==> src/rtl/dlx_issue_stage.sv <==
`default_nettype none
// ============================================================================
// Module   : dlx_issue_stage
// Purpose  : DLX decode/issue stage feeding the integer ALU and writeback.
//            Optional ILLEGAL_TRAP_EN makes an illegal instruction a sticky trap.
// Revision : 1.0
// ============================================================================
module dlx_issue_stage #(
    parameter int REG_AW = 5,
    parameter int IMM_W  = 16
) (
    input  logic              clk,
    input  logic              rst,
    input  logic              in_valid,
    output logic              in_ready,
    input  logic [31:0]       in_instr,
    output logic [REG_AW-1:0] rf_raddr1,
    output logic [REG_AW-1:0] rf_raddr2,
    input  logic [31:0]       rf_rdata1,
    input  logic [31:0]       rf_rdata2,
    output logic [3:0]        alu_i,
    output logic [31:0]       alu_op1,
    output logic [31:0]       alu_op2,
    output logic              alu_ex,
    output logic              wb_valid,
    input  logic              wb_ready,
    output logic [REG_AW-1:0] wb_rd,
    output logic              wb_we,
    output logic              illegal
);

    typedef enum logic [1:0] {
        IDLE  = 2'd0,
        READ  = 2'd1,
        ISSUE = 2'd2,
        WAIT  = 2'd3
    } state_t;

    state_t state_q, state_d;

    logic [5:0]        opcode, func;
    logic [3:0]        dec_code;
    logic              dec_legal, dec_imm, dec_zext, dec_lhi;
    logic [REG_AW-1:0] dec_rs1, dec_rs2, dec_rd;
    logic [31:0]       dec_immval;
    logic              accept, drop;
    logic              trap_q;
    logic              unused_bits;

    logic [3:0]        code_q;
    logic [REG_AW-1:0] rd_q;
    logic [31:0]       imm_q, op1_q, op2_q;
    logic              is_imm_q, lhi_q, rs1z_q, rs2z_q, illegal_q;

    assign opcode      = in_instr[31:26];
    assign func        = in_instr[5:0];
    assign dec_rs1     = REG_AW'(in_instr[25:21]);
    assign dec_rs2     = REG_AW'(in_instr[20:16]);
    assign unused_bits = ^in_instr[10:6];

    always_comb begin
        dec_code  = 4'd0;
        dec_legal = 1'b1;
        dec_imm   = 1'b1;
        dec_zext  = 1'b0;
        dec_lhi   = 1'b0;
        if (opcode == 6'h00) begin
            dec_imm = 1'b0;
            case (func)
                6'h20: dec_code = 4'd1;
                6'h22: dec_code = 4'd2;
                6'h24: dec_code = 4'd3;
                6'h25: dec_code = 4'd4;
                6'h26: dec_code = 4'd5;
                6'h04: dec_code = 4'd6;
                6'h06: dec_code = 4'd7;
                6'h07: dec_code = 4'd14;
                6'h28: dec_code = 4'd10;
                6'h29: dec_code = 4'd13;
                6'h2A: dec_code = 4'd12;
                6'h2C: dec_code = 4'd11;
                default: dec_legal = 1'b0;
            endcase
        end else begin
            case (opcode)
                6'h08: dec_code = 4'd1;
                6'h0A: dec_code = 4'd2;
                6'h14: dec_code = 4'd6;
                6'h16: dec_code = 4'd7;
                6'h17: dec_code = 4'd14;
                6'h18: dec_code = 4'd10;
                6'h19: dec_code = 4'd13;
                6'h1A: dec_code = 4'd12;
                6'h1C: dec_code = 4'd11;
                6'h0C: begin dec_code = 4'd3; dec_zext = 1'b1; end
                6'h0D: begin dec_code = 4'd4; dec_zext = 1'b1; end
                6'h0E: begin dec_code = 4'd5; dec_zext = 1'b1; end
                6'h0F: begin dec_code = 4'd0; dec_zext = 1'b1; dec_lhi = 1'b1; end
                default: dec_legal = 1'b0;
            endcase
        end
    end

    // R-type writes rd from [15:11]; I-type reuses the rs2 field as rd.
    assign dec_rd     = dec_imm ? REG_AW'(in_instr[20:16]) : REG_AW'(in_instr[15:11]);
    assign dec_immval = dec_zext ? {{(32-IMM_W){1'b0}}, in_instr[IMM_W-1:0]}
                                 : {{(32-IMM_W){in_instr[IMM_W-1]}}, in_instr[IMM_W-1:0]};

    always_comb begin
        state_d  = state_q;
        in_ready = 1'b0;
        alu_ex   = 1'b0;
        wb_valid = 1'b0;
        accept   = 1'b0;
        drop     = 1'b0;
        case (state_q)
            IDLE: begin
                in_ready = ~trap_q;
                if (in_valid && !trap_q) begin
                    if (dec_legal) begin
                        accept  = 1'b1;
                        state_d = READ;
                    end else begin
                        drop = 1'b1;
                    end
                end
            end
            READ:  state_d = ISSUE;
            ISSUE: begin
                alu_ex  = 1'b1;
                state_d = WAIT;
            end
            WAIT: begin
                wb_valid = 1'b1;
                if (wb_ready) state_d = IDLE;
            end
            default: state_d = IDLE;
        endcase
    end

    // Register file is only addressed for an accepted, decodable instruction.
    assign rf_raddr1 = accept ? dec_rs1 : '0;
    assign rf_raddr2 = accept ? dec_rs2 : '0;

    always_ff @(posedge clk) begin
        if (rst) begin
            state_q   <= IDLE;
            code_q    <= '0;
            rd_q      <= '0;
            imm_q     <= '0;
            op1_q     <= '0;
            op2_q     <= '0;
            is_imm_q  <= 1'b0;
            lhi_q     <= 1'b0;
            rs1z_q    <= 1'b0;
            rs2z_q    <= 1'b0;
            illegal_q <= 1'b0;
        end else begin
            state_q   <= state_d;
            illegal_q <= drop;
            if (accept) begin
                code_q   <= dec_code;
                rd_q     <= dec_rd;
                imm_q    <= dec_immval;
                is_imm_q <= dec_imm;
                lhi_q    <= dec_lhi;
                rs1z_q   <= (dec_rs1 == '0);
                rs2z_q   <= (dec_rs2 == '0);
            end
            if (state_q == READ) begin
                op1_q <= (lhi_q || rs1z_q) ? 32'd0 : rf_rdata1;
                op2_q <= is_imm_q ? imm_q : (rs2z_q ? 32'd0 : rf_rdata2);
            end
        end
    end

`ifdef ILLEGAL_TRAP_EN
    always_ff @(posedge clk) begin
        if (rst)       trap_q <= 1'b0;
        else if (drop) trap_q <= 1'b1;
    end
`else
    assign trap_q = 1'b0;
`endif

    assign alu_i   = code_q;
    assign alu_op1 = op1_q;
    assign alu_op2 = op2_q;
    assign wb_rd   = rd_q;
    assign wb_we   = wb_valid && (rd_q != '0);
    assign illegal = illegal_q | trap_q;

endmodule
`default_nettype wire
==> config.mk <==
export PLATFORM = sky130hd
export DESIGN_NAME = dlx_issue_stage
export DESIGN_NICKNAME = d
export VERILOG_FILES = /design/src/rtl/dlx_issue_stage.sv
export SDC_FILE = /design/constraint.sdc
export NUM_CORES = 1
export LEC_CHECK = 0
export BUFFER_PORTS_ARGS = -buffer_cell sky130_fd_sc_hd__buf_2
export CAP_MARGIN = 25
export CORE_MARGIN = 4
export CORE_UTILIZATION = 27
export CTS_BUF_LIST = sky130_fd_sc_hd__clkbuf_2
export CTS_CLUSTER_SIZE = 28
export DETAILED_ROUTE_END_ITERATION = 16
export PLACE_DENSITY_LB_ADDON = 0.3
export SETUP_SLACK_MARGIN = 0.2
export SKIP_LAST_GASP = 1
export SLEW_MARGIN = 15
export SYNTH_ARGS = -nofsm -noshare
export SYNTH_HDL_FRONTEND = slang
export SYNTH_SLANG_ARGS = --single-unit
==> constraint.sdc <==
create_clock -name clk -period 2.3 [get_ports clk]
set_clock_uncertainty 0.2 [all_clocks]
set_input_delay 0.115 -clock clk [delete_from_list [all_inputs] [get_ports clk]]
set_output_delay 0.115 -clock clk [all_outputs]
set_load 0.005 [all_outputs]
==> results of run 1 <==
-- metrics by stage --
step           instance area, µm²  TNS, ns  hold slack, ns  power (mW)  worst slack, ns
5_1_grt                      7380  -0.7155         0.03224       5.918         -0.07951
6_report                     7380        0         0.04479       5.473         0.002971
3_3_place_gp                 5683        0          0.1416       4.268           0.2052
3_5_place_dp                 5683        0          0.1502       4.270           0.1749
2_1_floorplan                4467        0         0.05414       3.456           0.2471
4_1_cts                      7174        0         -0.4560       5.417          0.01521
-- final timing paths --
path,start,endpoint
max,in_instr[31],rf_raddr1[3]
min,in_instr[2],alu_i[2]$_SDFFE_PP0P_
max reg2reg,state_q[0]$_SDFFE_PP0P_,state_q[0]$_SDFFE_PP0P_
min reg2reg,imm_q[30]$_SDFFE_PP0P_,imm_q[30]$_SDFFE_PP0P_
-- cell families (layout without fill, tap and decap cells) --
family | after synthesis | in the layout | synth area share
and+or+nand+nor | 217 | 217 | 0.2513
AOI/OAI and AO/OA | 169 | 169 | 0.2415
DFF | 97 | 97 | 0.4347
buffers and inverters | 62 | 377 | 0.05294
adders and majority gates | 5 | 5 | 0.01345
xor gates and xnor gates | 2 | 2 | 0.003922
muxes | 1 | 1 | 0.002241
other | 0 | 1 | 0
-- where the power goes --
group	switching (mW)	leakage, nW	internal [mW]
Sequential	0.170	0.793	2.05
Combinational	1.31	2.37	1.12
Clock	0.577	0.0654	0.247
Total	2.06	3.23	3.42
-- Yosys cell counts, drive strengths merged, types with 2 or more instances --
cell    number  area, µm²
nand2b      10      62.56
nor4         3      25.02
buf          7      30.02
nand2       19      71.32
a32oi        2      17.52
nor2b       37      231.5
nand4       22      137.6
a211oi      17      127.6
a221o        3      30.03
o21ai        6      30.03
clkbuf      48      180.2
nor2        76      285.3
ha           4      50.05
a21oi       78      390.4
a311oi       6      52.55
or4          5      37.54
inv          7      26.28
dfxtp       97       1942
and4         2      17.52
o211ai       2      15.01
and2        13      81.33
xor2         2      17.52
o31ai       21      157.7
a31oi        7      43.79
nand3        7      35.03
a22oi       16      120.1
nor3        17      90.09
-- sequential cells by signal (all words and copies together) (netlist names) --
| name | flops |
|---|---|
| is_imm_q | 1 |
| lhi_q | 1 |
| illegal | 1 |
| wb_rd | 5 |
| alu_i | 4 |
| rs2z_q | 1 |
| alu_op2 | 32 |
| alu_op1 | 32 |
| imm_q | 17 |
| rs1z_q | 1 |
| state_q | 2 |
-- metal layers --
layer	up-vias	global-route usage	wire, µm
met5	-	0	0
met4	0	0.06215	322
met3	21	0.02794	1062
met2	197	0.2837	8154
met1	2427	0.2194	7191
li1	2610	-	-
-- worst register-to-register path, stage by stage, from the launching register on --
cell,delay (ns)
dfxtp_2,0.39
buf_4,0.14
ha_1,0.24
nand2b_1,0.13
nand4_1,0.10
dlygate4sd3_1,0.58
a221oi_2,0.23
-- final cells by class --
cell class	instances	area share
repair buffers	354	0.3579
multi-input cells	394	0.3228
flip-flops and latches	97	0.2640
well taps	216	0.03662
clock inverters	6	0.007969
clock buffers	10	0.006782
inverters	7	0.003561
diodes	1	0.0003391
-- cells in the final DEF (no fill, tap or decap), types with 3 or more instances in the layout --
cell and count:
inv_1 5, a211oi_1 17, dfxtp_1 92, nand4_1 22
dlygate4sd3_1 132, o21ai_0 6, a22oi_1 16, nand2b_1 9
nor3_1 16, dfxtp_2 5, and2_1 3, buf_6 11
nand3_1 6, a21oi_1 78, nor2b_1 37, nand2_1 18
a311oi_1 6, and2_4 10, or4_1 3, buf_4 29
buf_12 4, buf_2 177, nor2_1 75, a221o_1 3
a31oi_1 7, o31ai_1 21, clkbuf_2 10
-- what timing repair did --
item                                    4_1_cts  5_1_grt
endpoints found under the hold margin        97        6
resized for setup                            14       28
hold buffers                                126        8
cloned                                        1        0
endpoints found under the setup margin       11       19
setup buffers                                10        2
pin swaps                                     5        8
==> results.tsv, run 1 <==
metric	value	unit
status	completed	
fin_nets	967	
max_stage_delay	0.61	ns
min_path_cells	6	
gp_congestion	0.8084	
clk_path_buf_depth	2	
fillers	1545	
setup_viol	0	
ff2ff_path_depth	6	
ant_nets	0	
cts_tree	yes	
path_cells	buf_2 > dlygate4sd3_1 > nor4_2 > and3_1 > nor3_4 > buf_6 > and2_1 > buf_2	
r2r_slack	0.23	ns
cp_slowest_cell	dlygate4sd3_1	
grt_pass1_wl	25300	µm
critPathBufInv	4	
maxSlewViolCount	0	
syn-num-nets	657	
rows	46	
die_y	136.6	µm
rsz0062_at_grt	yes	
final_cell_count_no_fill	1085	
drt_iter0_drc	307	
multi_input_area	2382	µm²
max-cap-violations	0	
routed_wl	16730	µm
initial_core_util	0.2782	
worstHoldPathType	input pin to flop	
irDropWorstVdd	0.4274	mV
synth-edff-count	0	
synthCells	553	
synth.avg_cell_area	8.077	µm²
path_max_fanout	6	
endpoint_kind	primary output	
yosysWarnings	0	
track_usage	0.1694	
antenna_found_initial	1	
first_global_vias	5022	
wl_per_cell	15.42	µm
first_pass_iters	4	
power.leakage	3.228	nW
powerDensity	741.6	nW/µm²
arrival	1.98	ns
dp_cells	922	
ys_seq_area_frac	0.4347	
grt_max_degree	81	
cp_common_cell	buf_2	
path_depth	8	
syn_area	4467	µm²
num_vias	5255	
async_flop_share	0	
crit_type	input pin to primary output	
core	16060	µm²
relSlewSlack	0.5866	
yosysUniqueCellTypes	49	
finish.utilization	0.4596	
ys.flop_type	dfxtp_1	
path_clk_slew	0.24	ns
num_io_pins	188	
cts_root_buf	clkbuf_2	
cp_top_family	buffers and inverters	
gr-total-overflow	0	
layout-drive-gt1-share	0.3099	
fin_crit	2.297	ns
required	1.99	ns
io_buffers	187	
viasPerCell	4.843	
clock_sinks	97	
hold_viol_final	0	
dp_hpwl	10170	µm
syn_to_final_growth	65.21	%
worst_pin_slew	0.6186	ns
ctsHtreeMaxLevel	3	
seq_area	1948	µm²
die_w	136.6	µm
ys_ff_latch	97	
die_area	18670	µm²
fmax	435.3	MHz
timing.final.crit_share	0.9987	
cts_buffers	9	
clkLatencyLatePin	0.58	ns
start_kind	input pin	
drcViolationCount	0	
(Power assumes the default switching activity.)
==> run 2: changes to the inputs <==
- CORE_UTILIZATION: 27 -> 49
- CTS_CLUSTER_SIZE: 28 -> 30
==> run 2 against run 1 <==
The flow now finishes with violations (hold timing). Largest cell class is now multi-input gates. Wire length increased by 10%. Utilization is 38 points higher. Die area down 43%. Cell count down 11%. Critical path type is now flop to flop. Sequential power barely moved. Global-route usage is 10 points higher. Setup slack better by 0.025 ns. Hold slack lost 0.060 ns.
==> results.tsv, run 2 (synthesized netlist as in run 1, its figures left out) <==
metric	value	unit	change
rsz0062_at_grt	yes		unchanged
hold_viol_final	1		was 0
gp_congestion	0.9190		was 0.8084
fmax	440.2	MHz	was 435.3 MHz
crit_type	flop to flop		was input pin to primary output
cp_top_family	buffers and inverters		unchanged
first_pass_iters	5		was 4
gr-total-overflow	0		unchanged
worstHoldPathType	input pin to flop		unchanged
hold_slack	-0.01497	ns	was 0.04479 ns
endpoint_kind	flop		was primary output
dp_hpwl	9331	µm	was 10170 µm
clkLatencyLatePin	0.56	ns	was 0.58 ns
drt_iter0_drc	592		was 307
clk_path_buf_depth	2		unchanged
rows	34		was 46
maxSlewViolCount	0		unchanged
path_clk_slew	0.30	ns	was 0.24 ns
cp_slowest_cell	dfxtp_2		was dlygate4sd3_1
num_vias	5611		was 5255
violations	hold timing		
ant_nets	0		unchanged
io_buffers	187		unchanged
cp_common_cell	buf_6		was buf_2
fin_ws	0.02822	ns	was 0.002971 ns
irDropWorstVdd	0.5826	mV	was 0.4274 mV
arrival	2.48	ns	was 1.98 ns
fin_nets	950		was 967
max-cap-violations	0		unchanged
start_kind	flop		was input pin
track_usage	0.2730		was 0.1694
wl_per_cell	19.17	µm	was 15.42 µm
finish.utilization	0.8366		was 0.4596
core	8806	µm²	was 16060 µm²
place_area	5490	µm²	was 5683 µm²
layout_commonest_cell	buf_2		unchanged
die_area	10710	µm²	was 18670 µm²
final_area	7367	µm²	was 7380 µm²
final_cell_mix	buf_2 (176), dlygate4sd3_1 (104), dfxtp_1 (93), nor2_1 (73), a21oi_1 (46)		was buf_2 (177), dlygate4sd3_1 (132), dfxtp_1 (92), a21oi_1 (78), nor2_1 (75)
required	2.51	ns	was 1.99 ns
routed_wl	18420	µm	was 16730 µm
timing.final.crit_share	0.9877		was 0.9987
die_w	103.5	µm	was 136.6 µm
path_cells	inv_2 > buf_4 > buf_6 > buf_4 > buf_6 > buf_6 > buf_6 > ha_4 > nor3b_4 > buf_6 > buf_12 > a21oi_2 > nor2_1		was buf_2 > dlygate4sd3_1 > nor4_2 > and3_1 > nor3_4 > buf_6 > and2_1 > buf_2
power.leakage	3.233	nW	was 3.228 nW
path_max_fanout	8		was 6
initial_core_util	0.5072		was 0.2782
first_global_vias	5041		was 5022
viasPerCell	5.839		was 4.843
antenna_found_initial	1		unchanged
setup_viol	0		unchanged
syn_to_final_growth	64.93	%	was 65.21%
relSlewSlack	0.5529		was 0.5866
pre_cts_slack	0.1526	ns	was 0.1749 ns
clock_sinks	97		unchanged
status	finished, violations left		was completed
critPathBufInv	9		was 4
worst_pin_slew	0.6706	ns	was 0.6186 ns
grt_max_degree	67		was 81
cts_buffers	9		unchanged
fin_crit	2.272	ns	was 2.297 ns
tns	0	ns	unchanged
ctsHtreeMaxLevel	3		unchanged
cts_tree	yes		unchanged
drcViolationCount	0		unchanged
max_stage_delay	0.42	ns	was 0.61 ns
cts_root_buf	clkbuf_2		unchanged
layout-drive-gt1-share	0.3749		was 0.3099
die_y	103.5	µm	was 136.6 µm
grt_pass1_wl	23390	µm	was 25300 µm
num_io_pins	188		unchanged
powerDensity	838.9	nW/µm²	was 741.6 nW/µm²
## run 2: metal layers
layer,global-route usage,share of wire,vias to the layer above
met3,0.04896,0.082,60
met4,0.1026,0.032,0
met5,0,0,-
li1,-,-,2580
met1,0.3301,0.38,2647
met2,0.4814,0.51,324
## run 2: timing repair
item | CTS | global route
setup buffers | 11 | 7
hold endpoints to repair | 97 | 2
gates resized for setup | 24 | 89
hold buffers | 103 | 2
gates cloned | 1 | 7
endpoints found under the setup margin | 10 | 80
pin swaps | 13 | 37
## run 2: stage by stage
| step | power (mW) | cells |
|---|---|---|
| finish | 6.180 | 961 |
| detailed placement | 4.193 | 813 |
| global route | 6.480 | 960 |
| global placement | 4.139 | 813 |
| CTS | 5.230 | 944 |
| floorplan | 3.456 | 553 |
## run 2: final timing paths
| check | startpoint | end | slack, ns | cells after the start |
|---|---|---|---|---|
| worst min-delay path | in_instr[2] | alu_i[2]$_SDFFE_PP0P_ | -0.01 | 5 |
| worst max-delay path | state_q[1]$_SDFFE_PP0P_ | alu_op1[28]$_SDFFE_PP0N_ | 0.03 | 13 |
| worst max register to register | state_q[1]$_SDFFE_PP0P_ | alu_op1[28]$_SDFFE_PP0N_ | 0.03 | 13 |
| worst min register to register | imm_q[9]$_SDFFE_PP0P_ | imm_q[9]$_SDFFE_PP0P_ | 0.29 | 2 |
## run 2: power by group
group	switching, mW	total (mW)	internal, mW
Clock	0.621	0.778	0.157
Combinational	1.65	3.15	1.50
Sequential	0.205	2.25	2.05
Total	2.48	6.18	3.70
## run 2: worst reg2reg max path: stages, from the launching register on
cell and delay (ns):
dfxtp_2 0.42, inv_2 0.05, buf_4 0.13, buf_6 0.10, buf_4 0.12, buf_6 0.11
buf_6 0.11, buf_6 0.11, ha_4 0.17, nor3b_4 0.16, buf_6 0.13, buf_12 0.14
a21oi_2 0.12, nor2_1 0.07
## run 2: layout make-up
class,count,area [µm²]
tap,108,135.1
sequential,97,1947
clock inverter,7,52.55
multi-input combinational,395,2625
clock buffer,9,45.04
fill,497,1439
timing repair buffer,336,2531
antenna,2,5.005
inverter,7,26.28
==> run 3: changes to the inputs <==
- CORE_UTILIZATION: 49 -> 48
- CTS_BUF_LIST: sky130_fd_sc_hd__clkbuf_2 -> default
==> run 3 against run 2 <==
Hold slack improved by 0.065 ns. Sequential share of layout area rose by 2.5 points. Cell count fell by 3.9%. The flow now finishes without violations. Clock power rose by 67%. Sequential power barely moved. Highest routed layer unchanged. Total power fell by 7.3%. Global-route usage fell by 0.18 points. Non-clock buffer count fell by 33. Wire length fell by 17%.
==> results.tsv, run 3 (synthesized netlist as in run 1, its figures left out) <==
metric	value	unit	change
start_kind	input pin		was flop
grt_max_degree	62		was 67
gr-total-overflow	0		unchanged
core	8891	µm²	was 8806 µm²
path_clk_slew	0.09	ns	was 0.30 ns
tns	0	ns	unchanged
cts_tree	yes		unchanged
antenna_found_initial	0		was 1
worstHoldPathType	input pin to flop		unchanged
layout_commonest_cell	buf_2		unchanged
first_pass_iters	8		was 5
timing.final.crit_share	0.8760		was 0.9877
powerDensity	851.9	nW/µm²	was 838.9 nW/µm²
num_vias	5208		was 5611
initial_core_util	0.5024		was 0.5072
ant_nets	0		unchanged
power.leakage	3.034	nW	was 3.233 nW
layout-drive-gt1-share	0.2990		was 0.3749
crit_type	input pin to primary output		was flop to flop
hold_viol_final	0		was 1
clk_path_buf_depth	2		unchanged
required	1.99	ns	was 2.51 ns
setup_viol	0		unchanged
num_io_pins	188		unchanged
arrival	1.70	ns	was 2.48 ns
final_cell_count_no_fill	924		was 961
fillers	654		was 497
rr_startpoint	state_q[0]$_SDFFE_PP0P_		was state_q[1]$_SDFFE_PP0P_
drt_iter0_drc	446		was 592
n_antenna_cell	0		was 2
irDropWorstVdd	0.5858	mV	was 0.5826 mV
ctsHtreeMaxLevel	3		unchanged
rsz0062_at_grt	no		was yes
track_usage	0.2712		was 0.2730
routed_wl	15330	µm	was 18420 µm
first_global_vias	5111		was 5041
r2r-end	alu_i[2]$_SDFFE_PP0P_		was alu_op1[28]$_SDFFE_PP0N_
fin_nets	916		was 950
final_cell_mix	buf_2 (186), dfxtp_1 (95), dlygate4sd3_1 (90), a21oi_1 (78), nor2_1 (75)		was buf_2 (176), dlygate4sd3_1 (104), dfxtp_1 (93), nor2_1 (73), a21oi_1 (46)
path_max_fanout	10		was 8
ff2ff_path_depth	6		was 13
clkLatencyLatePin	0.35	ns	was 0.56 ns
max-cap-violations	0		unchanged
grt_pass1_wl	24650	µm	was 23390 µm
gp_congestion	0.8576		was 0.9190
rows	34		unchanged
cts_buffers	9		unchanged
worst_pin_slew	0.6141	ns	was 0.6706 ns
startpoint	in_instr[26]		was state_q[1]$_SDFFE_PP0P_
syn_to_final_growth	50.53	%	was 64.93%
place_area	5498	µm²	was 5490 µm²
wl_per_cell	16.59	µm	was 19.17 µm
status	completed		was finished, violations left
relSlewSlack	0.5906		was 0.5529
io_buffers	187		unchanged
fin_crit	2.015	ns	was 2.272 ns
dp_cells	814		was 813
fmax	496.3	MHz	was 440.2 MHz
r2r_slack	0.48	ns	was 0.03 ns
viasPerCell	5.636		was 5.839
final_area	6724	µm²	was 7367 µm²
die_y	104.5	µm	was 103.5 µm
dp_hpwl	9688	µm	was 9331 µm
cts_root_buf	clkbuf_8		was clkbuf_2
clock_sinks	97		unchanged
crit_path_end	rf_raddr1[0]		was alu_op1[28]$_SDFFE_PP0N_
die_area	10910	µm²	was 10710 µm²
drcViolationCount	0		unchanged
die_w	104.5	µm	was 103.5 µm
maxSlewViolCount	0		unchanged
endpoint_kind	primary output		was flop
## run 3: cell types whose count changed in the layout (fill, tap and decap cells not counted), sizes merged
cell	before	now
nand2	20	19
clkinvlp	1	0
inv	11	7
bufinv	0	3
dlymetal6s4s	0	1
dlygate4sd3	104	90
clkbuf	12	10
buf	229	212
diode	2	0
## run 3: layer usage
layer | global-route usage | vias up | share of wire
met1 | 0.3181 | 2407 | 0.40
met5 | 0 | - | 0
met3 | 0.04904 | 34 | 0.072
met2 | 0.4940 | 264 | 0.51
met4 | 0.09117 | 0 | 0.019
li1 | - | 2503 | -
## run 3: what timing repair did
item	in CTS	in global routing
hold buffers	90	1
setup buffers	0	3
cloned	0	1
hold endpoints to repair	90	1
pin swaps	0	2
endpoints found under the setup margin	10	10
gates resized for setup	3	13
## run 3: worst min-delay path by stage
stage               slack (ns)  cells after the start                        to           from
floorplan                 0.05                      2   alu_op1[0]$_SDFFE_PP0N_   rf_rdata1[0]
global placement          0.14                      3  alu_op1[25]$_SDFFE_PP0N_  rf_rdata1[25]
detailed placement        0.15                      3   alu_op1[2]$_SDFFE_PP0N_   rf_rdata1[2]
CTS                      0.002                      3  alu_op2[10]$_SDFFE_PP0N_  rf_rdata2[10]
global route              0.07                      3     alu_i[1]$_SDFFE_PP0P_    in_instr[3]
finish                    0.05                      4   state_q[0]$_SDFFE_PP0P_       wb_ready
## run 3: layout make-up
type | instances | area (µm²) | area share
repair buffers | 303 | 2043 | 0.3039
clock buffers | 10 | 137.6 | 0.02047
flip-flops and latches | 97 | 1944 | 0.2892
multi-input cells | 394 | 2333 | 0.3470
well taps | 108 | 135.1 | 0.02010
inverters | 7 | 26.28 | 0.003908
clock inverters | 5 | 103.9 | 0.01544
## run 3: critical path, stage by stage
cell       delay, ns
buf_2           0.11
buf_4           0.16
nand2b_1        0.22
o2111ai_2       0.24
o211ai_1        0.22
nor3_4          0.22
buf_6           0.16
and2_1          0.14
buf_2           0.11
## run 3: per-stage QoR
| stage | setup WS [ns] | total power, mW | util | hold WS, ns |
|---|---|---|---|---|
| 2_1_floorplan | 0.2471 | 3.456 | - | 0.05414 |
| 3_3_place_gp | 0.2190 | 4.141 | 0.6184 | 0.1383 |
| 3_5_place_dp | 0.1101 | 4.218 | 0.6184 | 0.1519 |
| 4_1_cts | 0.2246 | 5.650 | 0.7478 | 0.001969 |
| 5_1_grt | 0.1861 | 6.099 | 0.7563 | 0.06746 |
| 6_report | 0.2853 | 5.728 | 0.7563 | 0.05027 |
## run 3: power breakdown
part | switching, mW | internal, mW | total, mW | leakage (nW)
Combinational | 1.23 | 0.948 | 2.17 | 2.12
Sequential | 0.204 | 2.05 | 2.25 | 0.792
Clock | 0.558 | 0.746 | 1.30 | 0.122
